## config.mk

```make
export PLATFORM = sky130hd
export DESIGN_NAME = qif_synapse
export DESIGN_NICKNAME = d
export VERILOG_FILES = /design/src/rtl/qif_pkg.sv /design/src/rtl/qif_syn_wreg.sv /design/src/rtl/qif_synapse.sv
export SDC_FILE = /design/constraint.sdc
export NUM_CORES = 1
export LEC_CHECK = 0
export BUFFER_PORTS_ARGS = -buffer_cell sky130_fd_sc_hd__buf_2
export CORE_ASPECT_RATIO = 0.7
export CORE_MARGIN = 10
export CORE_UTILIZATION = 60
export DETAILED_ROUTE_END_ITERATION = 6
export PLACE_DENSITY = 0.8
export SLEW_MARGIN = 25
export SYNTH_ARGS = -nofsm -noshare
export SYNTH_HDL_FRONTEND = slang
export SYNTH_SLANG_ARGS = --single-unit
```

## constraint.sdc

```tcl
create_clock -name clk -period 6.25 [get_ports clk]
set_input_delay 0.3125 -clock clk [delete_from_list [all_inputs] [get_ports clk]]
set_output_delay 0.3125 -clock clk [all_outputs]
set_load 0.005 [all_outputs]
```

## src/rtl/qif_pkg.sv

```systemverilog
// Shared QIF definitions: default widths and the saturating clip used by the synapse and neuron.
// Pure combinational helpers; no state, no latency, no backpressure.
package qif_pkg;

   localparam int QIF_W           = 8;
   localparam int QIF_N_IN        = 4;
   localparam int QIF_DECAY_SHIFT = 3;

   typedef struct packed {
      logic        clip;
      logic [31:0] val;
   } qif_clip_t;

   // Clamp a signed full-width value to [0, 2^w-1] and flag whether clamping happened.
   function automatic qif_clip_t qif_clip(input int v, input int w);
      int        hi;
      qif_clip_t r;
      hi     = (1 << w) - 1;
      r.clip = 1'b0;
      r.val  = 32'(v);
      if (v < 0) begin
         r.clip = 1'b1;
         r.val  = '0;
      end else if (v > hi) begin
         r.clip = 1'b1;
         r.val  = 32'(hi);
      end
      return r;
   endfunction

endpackage

```

## src/rtl/qif_syn_wreg.sv

```systemverilog
// Per-channel synaptic weight file: synchronous write, all entries readable combinationally.
// Write visible one edge later; always accepts, no backpressure.
// Addresses at or beyond N_IN match no entry and are dropped.
module qif_syn_wreg #(
   parameter int W    = 8,
   parameter int N_IN = 4
) (
   input  logic                      clk,
   input  logic                      rst,
   input  logic                      wr_en,
   input  logic [$clog2(N_IN)-1:0]   wr_addr,
   input  logic [W-1:0]              wr_data,
   output logic [N_IN*W-1:0]         w_all
);

   localparam int AW = $clog2(N_IN);

   logic [N_IN*W-1:0] w_q;

   always_ff @(posedge clk) begin
      if (rst) begin
         w_q <= '0;
      end else begin
         for (int k = 0; k < N_IN; k++) begin
            if (wr_en && (wr_addr == AW'(k))) begin
               w_q[k*W +: W] <= wr_data;
            end
         end
      end
   end

   assign w_all = w_q;

endmodule

```

## src/rtl/qif_synapse.sv

```systemverilog
// Synaptic current accumulator: weighted spike sum plus exponential decay, clipped to W bits.
// One-cycle latency from spike/tick to i_syn; always ready, no backpressure.
// QIF_SYN_INHIB_EN: weights become signed so spikes can be inhibitory.
module qif_synapse
   import qif_pkg::*;
#(
   parameter int W           = QIF_W,
   parameter int N_IN        = QIF_N_IN,
   parameter int DECAY_SHIFT = QIF_DECAY_SHIFT
) (
   input  logic                      clk,
   input  logic                      rst,
   input  logic [N_IN-1:0]           spike_in,
   input  logic                      tick,
   input  logic                      w_wr_en,
   input  logic [$clog2(N_IN)-1:0]   w_wr_addr,
   input  logic [W-1:0]              w_wr_data,
   output logic [W-1:0]              i_syn,
   output logic                      sat
);

   localparam int SW = W + $clog2(N_IN) + 1;

   logic [N_IN*W-1:0]    w_all;
   logic signed [SW-1:0] s;
   logic [W-1:0]         dec_sh;
   logic [W-1:0]         d;
   int                   nxt;
   qif_clip_t            clip;

   qif_syn_wreg #(
      .W    (W),
      .N_IN (N_IN)
   ) u_wreg (
      .clk     (clk),
      .rst     (rst),
      .wr_en   (w_wr_en),
      .wr_addr (w_wr_addr),
      .wr_data (w_wr_data),
      .w_all   (w_all)
   );

   // Spike sum uses the weights registered before this edge.
   always_comb begin
      s = '0;
      for (int k = 0; k < N_IN; k++) begin
         if (spike_in[k]) begin
`ifdef QIF_SYN_INHIB_EN
            s = s + SW'($signed(w_all[k*W +: W]));
`else
            s = s + $signed(SW'(w_all[k*W +: W]));
`endif
         end
      end
   end

   // Minimum decrement of 1 lets small currents decay all the way to zero.
   always_comb begin
      dec_sh = i_syn >> DECAY_SHIFT;
      d      = '0;
      if (tick && (i_syn != '0)) begin
         d = (dec_sh == '0) ? W'(1) : dec_sh;
      end
      nxt  = int'(i_syn) - int'(d) + int'(s);
      clip = qif_clip(nxt, W);
   end

   always_ff @(posedge clk) begin
      if (rst) begin
         i_syn <= '0;
         sat   <= 1'b0;
      end else begin
         i_syn <= clip.val[W-1:0];
         // val is already clamped to W bits, so its upper bits are always zero.
         sat   <= clip.clip | (|clip.val[31:W]);
      end
   end

endmodule

```

==> results of run 1 <==
-- worst max-delay path by stage --
stage	start	endpoint	depth (start not counted)	slack [ns]
after floorplan	spike_in[0]	sat	27	0.69
after global placement	spike_in[0]	i_syn[0]	28	0.22
after detailed placement	spike_in[0]	i_syn[0]	28	0.05
after CTS	u_wreg.w_all[0]	i_syn[0]	27	0.13
after global routing	u_wreg.w_all[0]	sat	28	0.02
final	u_wreg.w_all[0]	sat	26	0.48
-- report_power, final --
| part | switching, mW | internal (mW) | total (mW) |
|---|---|---|---|
| Clock | 0.0922 | 0.0737 | 0.166 |
| Combinational | 0.454 | 0.376 | 0.830 |
| Sequential | 0.0312 | 0.300 | 0.331 |
-- flip-flops by register name, summed over array words and instances, names as in the netlist --
name          cells
i_syn             8
u_wreg.w_all     32
sat               1
-- layout make-up --
cell class | count | area, um^2 | area share [%]
inverters | 15 | 56.3 | 1.49
clock buffers | 5 | 68.8 | 1.82
multi-input cells | 339 | 2580 | 68.0
clock inverters | 1 | 5.00 | 0.132
flip-flops and latches | 41 | 821 | 21.7
repair buffers | 31 | 168 | 4.42
well taps | 75 | 93.8 | 2.48
-- cells in the mapped netlist, types with 8 or more instances --
| cell type | count | area share (%) |
|---|---|---|
| sky130_fd_sc_hd__nand2_1 | 21 | 2.3 |
| sky130_fd_sc_hd__o21ai_0 | 16 | 2.3 |
| sky130_fd_sc_hd__clkbuf_1 | 8 | 0.86 |
| sky130_fd_sc_hd__dfxtp_1 | 41 | 24 |
| sky130_fd_sc_hd__inv_1 | 15 | 1.6 |
| sky130_fd_sc_hd__nor3_1 | 11 | 1.6 |
| sky130_fd_sc_hd__xnor2_1 | 15 | 3.8 |
| sky130_fd_sc_hd__mux2i_1 | 34 | 9.8 |
| sky130_fd_sc_hd__nor2_1 | 56 | 6.0 |
| sky130_fd_sc_hd__a21oi_1 | 28 | 4.0 |
| sky130_fd_sc_hd__ha_1 | 40 | 14 |
| sky130_fd_sc_hd__o21a_1 | 9 | 1.9 |
| sky130_fd_sc_hd__xor2_1 | 11 | 2.8 |
| sky130_fd_sc_hd__mux2_2 | 10 | 3.2 |
| sky130_fd_sc_hd__a21o_1 | 11 | 2.4 |
-- worst reg2reg max path, stage by stage (launching register included) --
cell and delay, ns:
sky130_fd_sc_hd__dfxtp_1 0.32, sky130_fd_sc_hd__and2_2 0.17, sky130_fd_sc_hd__ha_1 0.20, sky130_fd_sc_hd__fa_1 0.43, sky130_fd_sc_hd__or2_2 0.32, sky130_fd_sc_hd__a32oi_2 0.27, sky130_fd_sc_hd__and2_1 0.19, sky130_fd_sc_hd__nor3b_2 0.24
sky130_fd_sc_hd__nor3_1 0.09, sky130_fd_sc_hd__ha_1 0.29, sky130_fd_sc_hd__or2_2 0.29, sky130_fd_sc_hd__o211ai_1 0.18, sky130_fd_sc_hd__o41ai_2 0.12, sky130_fd_sc_hd__ha_1 0.34, sky130_fd_sc_hd__a21oi_1 0.16, sky130_fd_sc_hd__nand2_1 0.07
sky130_fd_sc_hd__and3_1 0.18, sky130_fd_sc_hd__a22oi_1 0.24, sky130_fd_sc_hd__nor3_1 0.10, sky130_fd_sc_hd__a211o_1 0.30, sky130_fd_sc_hd__ha_1 0.32, sky130_fd_sc_hd__o21a_1 0.13, sky130_fd_sc_hd__nor2_1 0.12, sky130_fd_sc_hd__xnor2_1 0.09
sky130_fd_sc_hd__a211oi_2 0.19, sky130_fd_sc_hd__buf_4 0.19, sky130_fd_sc_hd__a31oi_1 0.09
-- per-layer routing --
layer	part of all wire, %	GRT usage (%)	wire length, um	vias to the layer above
li1	-	-	-	1523
met1	53	23.7	4150	1359
met2	42	26.8	3310	48
met3	3.8	3.02	299	5
met4	0.50	2.79	39	0
met5	0	0	0	-
-- through the flow --
stage	hold WS, ns	power (mW)	instance area (um^2)	instances
after floorplan	0.451	0.961	3480	405
after global placement	0.467	1.13	3700	500
after detailed placement	0.477	1.16	3700	500
after CTS	0.306	1.32	3770	506
after global routing	0.318	1.47	3790	507
final	0.306	1.33	3790	507
-- cell usage in the layout, fill, tap and decap left out, types with 5 or more instances in the layout --
cell type	netlist	final
sky130_fd_sc_hd__mux2i_1	34	34
sky130_fd_sc_hd__dfxtp_1	41	41
sky130_fd_sc_hd__xnor2_1	15	15
sky130_fd_sc_hd__inv_1	15	15
sky130_fd_sc_hd__fa_1	5	5
sky130_fd_sc_hd__clkbuf_8	0	5
sky130_fd_sc_hd__a21o_1	11	11
sky130_fd_sc_hd__a211oi_1	6	6
sky130_fd_sc_hd__ha_1	40	40
sky130_fd_sc_hd__buf_2	0	26
sky130_fd_sc_hd__o21ai_0	16	15
sky130_fd_sc_hd__a21oi_1	28	28
sky130_fd_sc_hd__nor3_1	11	11
sky130_fd_sc_hd__and2_2	5	5
sky130_fd_sc_hd__xor2_1	11	11
sky130_fd_sc_hd__nand2_1	21	21
sky130_fd_sc_hd__nor2_1	56	56
sky130_fd_sc_hd__mux2_2	10	10
sky130_fd_sc_hd__buf_4	0	5
sky130_fd_sc_hd__o21a_1	9	9
-- what timing repair did --
item	4_1_cts	5_1_grt
gates resized for setup	0	4
setup endpoints to repair	0	9
buffers inserted	0	1
-- cell families after synthesis --
group | synth area share, %
flip-flops | 23.6
adder cells (fa/ha/maj) | 17.6
AO/OA/AOI/OAI | 19.5
XOR/XNOR | 6.54
multiplexers | 13.4
buffers and inverters | 2.70
AND/OR/NAND/NOR | 16.6
==> impl_summary.log, run 1 <==
INFO  metric setup_viol = 0
INFO  metric layout.nets = 496
INFO  metric period_minus_slack = 5.77 ns
INFO  metric worstHoldStart = w_wr_data[0]
INFO  metric min_delay_path_depth = 3
INFO  metric ys.flop_type = sky130_fd_sc_hd__dfxtp_1
INFO  metric top_family_by_delay_on_critical_path = simple AND/OR/NAND/NOR gates
INFO  metric grt_max_degree = 35
INFO  metric static-leakage-power = 1.93 nW
INFO  metric max_cap_violations = 0
INFO  metric clk-insertion-delay-late = 0.29 ns
INFO  metric timing.critical_path.mode_cell = sky130_fd_sc_hd__ha_1
INFO  metric detail-route-antenna-nets = 0
INFO  metric power_density = 350 nW/um^2
INFO  metric postSynthCellCount = 405
INFO  metric syn-cell-area = 3480 um^2
INFO  metric postLayoutSetupSlackWorst = 0.477 ns
INFO  metric cts_hold_buf = 0
INFO  metric slew-limit-headroom = 52.0%
INFO  metric detailedRoute.firstPassIterationCount = 5
INFO  metric gr-total-overflow = 0
INFO  metric cts_buffers = 5
INFO  metric r2r_slack = 0.48 ns
INFO  metric syn_area_per_cell = 8.59 um^2
INFO  metric grt_util_all_layers = 17.0%
INFO  metric root_buffer = sky130_fd_sc_hd__clkbuf_8
INFO  metric fin_worst_skew = 0.00521 ns
INFO  metric synth.yosys.seq_area_share = 23.6%
INFO  metric layout.core_utilization = 66.9%
INFO  metric unrepaired_setup_endpoints_after_global_routing = no
INFO  metric worst_hold_path.endpoint = u_wreg.w_all[24]
INFO  metric clock_sink_count = 41
INFO  metric timing_worst_slew_pin_value = 0.719 ns
INFO  metric final_hold_viol_count = 0
INFO  metric antennaDiodeCount = 0
INFO  metric synth-seq-cells = 41
INFO  metric max-vdd-ir-drop = 0.208 mV
INFO  metric result_of_the_run = finished, final reports clean
INFO  metric synth.yosys.warnings = 0
INFO  metric die_w = 111 um
INFO  metric drive_above_1_share = 14.8%
INFO  metric criticalPathCategory = flop to flop
INFO  metric period_share = 92.4%
INFO  metric r2r-start = u_wreg.w_all[0]
INFO  metric totalNegativeSetupSlack = 0 ns
INFO  metric post_drt_via_cell_ratio = 5.79
INFO  metric clk_pin_slew_worst_paths = 0.08 ns
INFO  metric cts.htree.levels = 2
INFO  metric element_type_at_the_critical_path_end = flop
INFO  metric syn-num-nets = 468
INFO  metric design.core.area = 5670 um^2
INFO  metric worstReg2RegEnd = sat
INFO  metric cpMaxStageDelayCell = sky130_fd_sc_hd__fa_1
INFO  metric floorplan.rows = 23
INFO  metric asyncSetResetFlopFracSynth = 0%
INFO  metric grt_antenna_before_repair = 0
INFO  metric floorplan.die.height = 83.7 um
INFO  metric totalWireLength = 7.80 mm
INFO  metric floorplan.initialDensity = 61.4%
INFO  metric tritoncts = built
INFO  metric timing.final.max_slew_violations = 0
INFO  metric post_synthesis_cell_type_count = 53
INFO  metric dr.first_iter.drc_count = 220
INFO  metric critPathLaunchType = flop
INFO  metric place_hpwl = 6.22 mm
INFO  metric crit_arrival = 5.93 ns
INFO  metric required_arrival_time_at_the_worst_endpoint = 6.40 ns
INFO  metric globalplace.congestion = 0.922
INFO  metric route.detailed.wl_per_inst = 15.4 um
INFO  metric post-route-drc-count = 0
INFO  metric max-clock-path-buffers = 2
INFO  metric r2r_cells = 26
INFO  metric placement.io_buffers = 26
INFO  metric worst-path-buf-inv = 1
INFO  metric achievable-frequency = 173 MHz
INFO  metric worst_hold_path_class = input pin to flop
INFO  metric filler_cell_count = 504
INFO  metric pin_count = 27
INFO  metric flow.area_growth_from_synthesis = 8.91%
INFO  metric grt_pass1_vias = 2,963
INFO  metric dp_worst_setup_slack = 0.0451 ns
INFO  metric worst-path-max-fanout = 9
INFO  metric number_of_enable_type_register_cells_in_the_synthesized_netlist = 0
INFO  metric floorplan.die_area = 9300 um^2
INFO  metric critPathMaxStageDelay = 0.43 ns
INFO  metric vias = 2,935
INFO  metric grt_first_pass_wirelength = 13.8 mm
No activity file was read; power rests on OpenSTA's default activity.
==> run 2: changes to the inputs <==
BUFFER_PORTS_ARGS = not set   (was -buffer_cell sky130_fd_sc_hd__buf_2)
DONT_BUFFER_PORTS = 1   (was not set)
GPL_ROUTABILITY_DRIVEN = 0   (was not set)
PLACE_DENSITY = 0.76   (was 0.8)
==> impl_summary.log, run 2 (synthesized netlist as in run 1, its figures left out) <==
INFO  metric worst_hold_path.endpoint = u_wreg.w_all[25]
INFO  metric grt_pass1_vias = 2,761
INFO  metric final_common_cell = sky130_fd_sc_hd__nor2_1
INFO  metric cts_hold_buf = 0
INFO  metric tritoncts = built
INFO  metric cts_buffers = 5
INFO  metric detailedRoute.firstPassIterationCount = 5
INFO  metric max-vdd-ir-drop = 0.195 mV
INFO  metric switching_power = 582 uW
INFO  metric clk-insertion-delay-late = 0.30 ns
INFO  metric floorplan.die.height = 83.7 um
INFO  metric cp-startpoint = u_wreg.w_all[0]
INFO  metric gr-usage-met1 = 23.8%
INFO  metric placed_cell_area = 3550 um^2
INFO  metric power_frac_comb = 58.6%
INFO  metric place_hpwl = 6.25 mm
INFO  metric unrepaired_setup_endpoints_after_global_routing = no
INFO  metric critPathLaunchType = flop
INFO  metric flow.area_growth_from_synthesis = 7.58%
INFO  metric die_w = 111 um
INFO  metric final_hold_viol_count = 0
INFO  metric period_minus_slack = 5.87 ns
INFO  metric post_drt_via_cell_ratio = 5.99
INFO  metric totalWireLength = 8.04 mm
INFO  metric pwr-share-clk = 16.7%
INFO  metric setup_viol = 0
INFO  metric r2r_slack = 0.38 ns
INFO  metric gr-total-overflow = 0
INFO  metric leading_cell_types_in_the_layout_fill_and_taps_excluded = sky130_fd_sc_hd__nor2_1 (56), sky130_fd_sc_hd__dfxtp_1 (41), sky130_fd_sc_hd__ha_1 (40)
INFO  metric dr.first_iter.drc_count = 158
INFO  metric grt_antenna_before_repair = 0
INFO  metric placement.io_buffers = 0
INFO  metric p_int = 796 uW
INFO  metric globalRoute.busiestLayer = met2
INFO  metric clock_sink_count = 41
INFO  metric totalNegativeSetupSlack = 0 ns
INFO  metric worst-path-max-fanout = 9
INFO  metric grt.met3_usage = 4.24%
INFO  metric layout.cell_area.non_filler = 3740 um^2
INFO  metric layout.nets = 472
INFO  metric slew-limit-headroom = 54.5%
INFO  metric largest_register_ffs = 32
INFO  metric worstHoldStart = rst
INFO  metric element_type_at_the_critical_path_end = flop
INFO  metric clk_pin_slew_worst_paths = 0.08 ns
INFO  metric r2r-start = u_wreg.w_all[0]
INFO  metric route.detailed.wl_per_inst = 16.6 um
INFO  metric power.switching_fraction = 42.2%
INFO  metric grt_first_pass_wirelength = 13.6 mm
INFO  metric timing_worst_slew_pin_value = 0.681 ns
INFO  metric floorplan.rows = 23
INFO  metric required_arrival_time_at_the_worst_endpoint = 6.43 ns
INFO  metric floorplan.die_area = 9300 um^2
INFO  metric finalNonFillerCells = 485
INFO  metric r2r_cells = 26
INFO  metric design.core.area = 5670 um^2
INFO  metric met2_demand_to_capacity_share_in_global_routing = 25.3%
INFO  metric fin_worst_skew = 0.00736 ns
INFO  metric seqPwrFrac = 24.7%
INFO  metric place.detailed.instances = 472
INFO  metric filler_cell_count = 481
INFO  metric worstReg2RegEnd = sat
INFO  metric grt_util_all_layers = 17.0%
INFO  metric crit_arrival = 6.05 ns
INFO  metric detail-route-antenna-nets = 0
INFO  metric timing.final.max_slew_violations = 0
INFO  metric min_delay_path_depth = 1
INFO  metric power_density = 368 nW/um^2
INFO  metric floorplan.initialDensity = 61.4%
INFO  metric grt_max_degree = 35
INFO  metric root_buffer = sky130_fd_sc_hd__clkbuf_8
INFO  metric period_share = 94.0%
INFO  metric worst_hold_path_class = input pin to flop
INFO  metric vias = 2,903
INFO  metric result_of_the_run = finished, final reports clean
INFO  metric max-clock-path-buffers = 2
INFO  metric antennaDiodeCount = 0
INFO  metric post-route-drc-count = 0
INFO  metric pin_count = 27
INFO  metric achievable-frequency = 170 MHz
INFO  metric cts.htree.levels = 2
INFO  metric criticalPathCategory = flop to flop
INFO  metric drive_above_1_share = 10.5%
INFO  metric max_cap_violations = 0
INFO  metric static-leakage-power = 1.85 nW
## run 2: power groups by stage
stage	sequential (mW)	clock, mW	combinational, mW
CTS	0.341	0.232	0.777
detailed placement	0.347	0	0.771
floorplan	0.335	0	0.626
finish	0.340	0.231	0.807
global placement	0.347	0	0.746
global route	0.346	0.243	0.907
## run 2: repair_timing
| item | 4_1_cts | 5_1_grt |
|---|---|---|
| setup endpoints to repair | 0 | 9 |
| resized for setup | 0 | 8 |
| buffers inserted | 0 | 5 |
## run 2: metrics by stage
stage / utilization [%] / hold slack (ns) / power (mW) / setup WS [ns]
final: 66.1 / 0.0704 / 1.38 / 0.376
after global routing: 66.1 / 0.0612 / 1.50 / 0.00559
after CTS: 64.7 / 0.0671 / 1.35 / 0.0235
after detailed placement: 62.7 / 0.391 / 1.12 / 0.144
after global placement: 62.7 / 0.391 / 1.09 / 0.333
after floorplan: - / 0.451 / 0.961 / 0.691
## run 2: worst max path at each step
stage | cells past startpoint | end | slack [ns]
after floorplan | 27 | sat | 0.69
after global placement | 27 | i_syn[0] | 0.33
after detailed placement | 27 | i_syn[0] | 0.14
after CTS | 27 | i_syn[0] | 0.02
after global routing | 26 | sat | 0.006
final | 26 | sat | 0.38
## run 2: routing by layer
metal  wire length (um)  share of wire, %
met1               4150                52
met3                498               6.2
met2               3290                41
met4                110               1.4
met5                  0                 0
## run 2: layout make-up
class	count	area, um^2	share of cell area [%]
clock buffers	7	86.3	2.31
clock inverters	1	30.0	0.802
inverters	15	56.3	1.50
multi-input cells	339	2610	69.6
flip-flops and latches	41	821	21.9
well taps	75	93.8	2.51
repair buffers	7	52.6	1.40
## run 2: worst max-delay path, cell delays in order (launching register included)
cell,delay [ns]
sky130_fd_sc_hd__dfxtp_1,0.32
sky130_fd_sc_hd__and2_2,0.17
sky130_fd_sc_hd__ha_1,0.20
sky130_fd_sc_hd__fa_1,0.42
sky130_fd_sc_hd__or2_2,0.32
sky130_fd_sc_hd__a32oi_2,0.21
sky130_fd_sc_hd__and2_1,0.19
sky130_fd_sc_hd__nor2_1,0.08
sky130_fd_sc_hd__nor3_1,0.29
sky130_fd_sc_hd__ha_1,0.33
sky130_fd_sc_hd__or2_2,0.32
sky130_fd_sc_hd__o211ai_1,0.18
sky130_fd_sc_hd__o41ai_2,0.12
sky130_fd_sc_hd__ha_1,0.35
sky130_fd_sc_hd__a21oi_1,0.19
sky130_fd_sc_hd__nand2_1,0.09
sky130_fd_sc_hd__and3_1,0.18
sky130_fd_sc_hd__a22oi_1,0.27
sky130_fd_sc_hd__nor3_1,0.09
sky130_fd_sc_hd__a211o_1,0.30
sky130_fd_sc_hd__ha_1,0.32
sky130_fd_sc_hd__o21a_1,0.12
sky130_fd_sc_hd__nor2_1,0.13
sky130_fd_sc_hd__xnor2_1,0.10
sky130_fd_sc_hd__a211oi_2,0.19
sky130_fd_sc_hd__buf_4,0.19
sky130_fd_sc_hd__a31oi_1,0.09
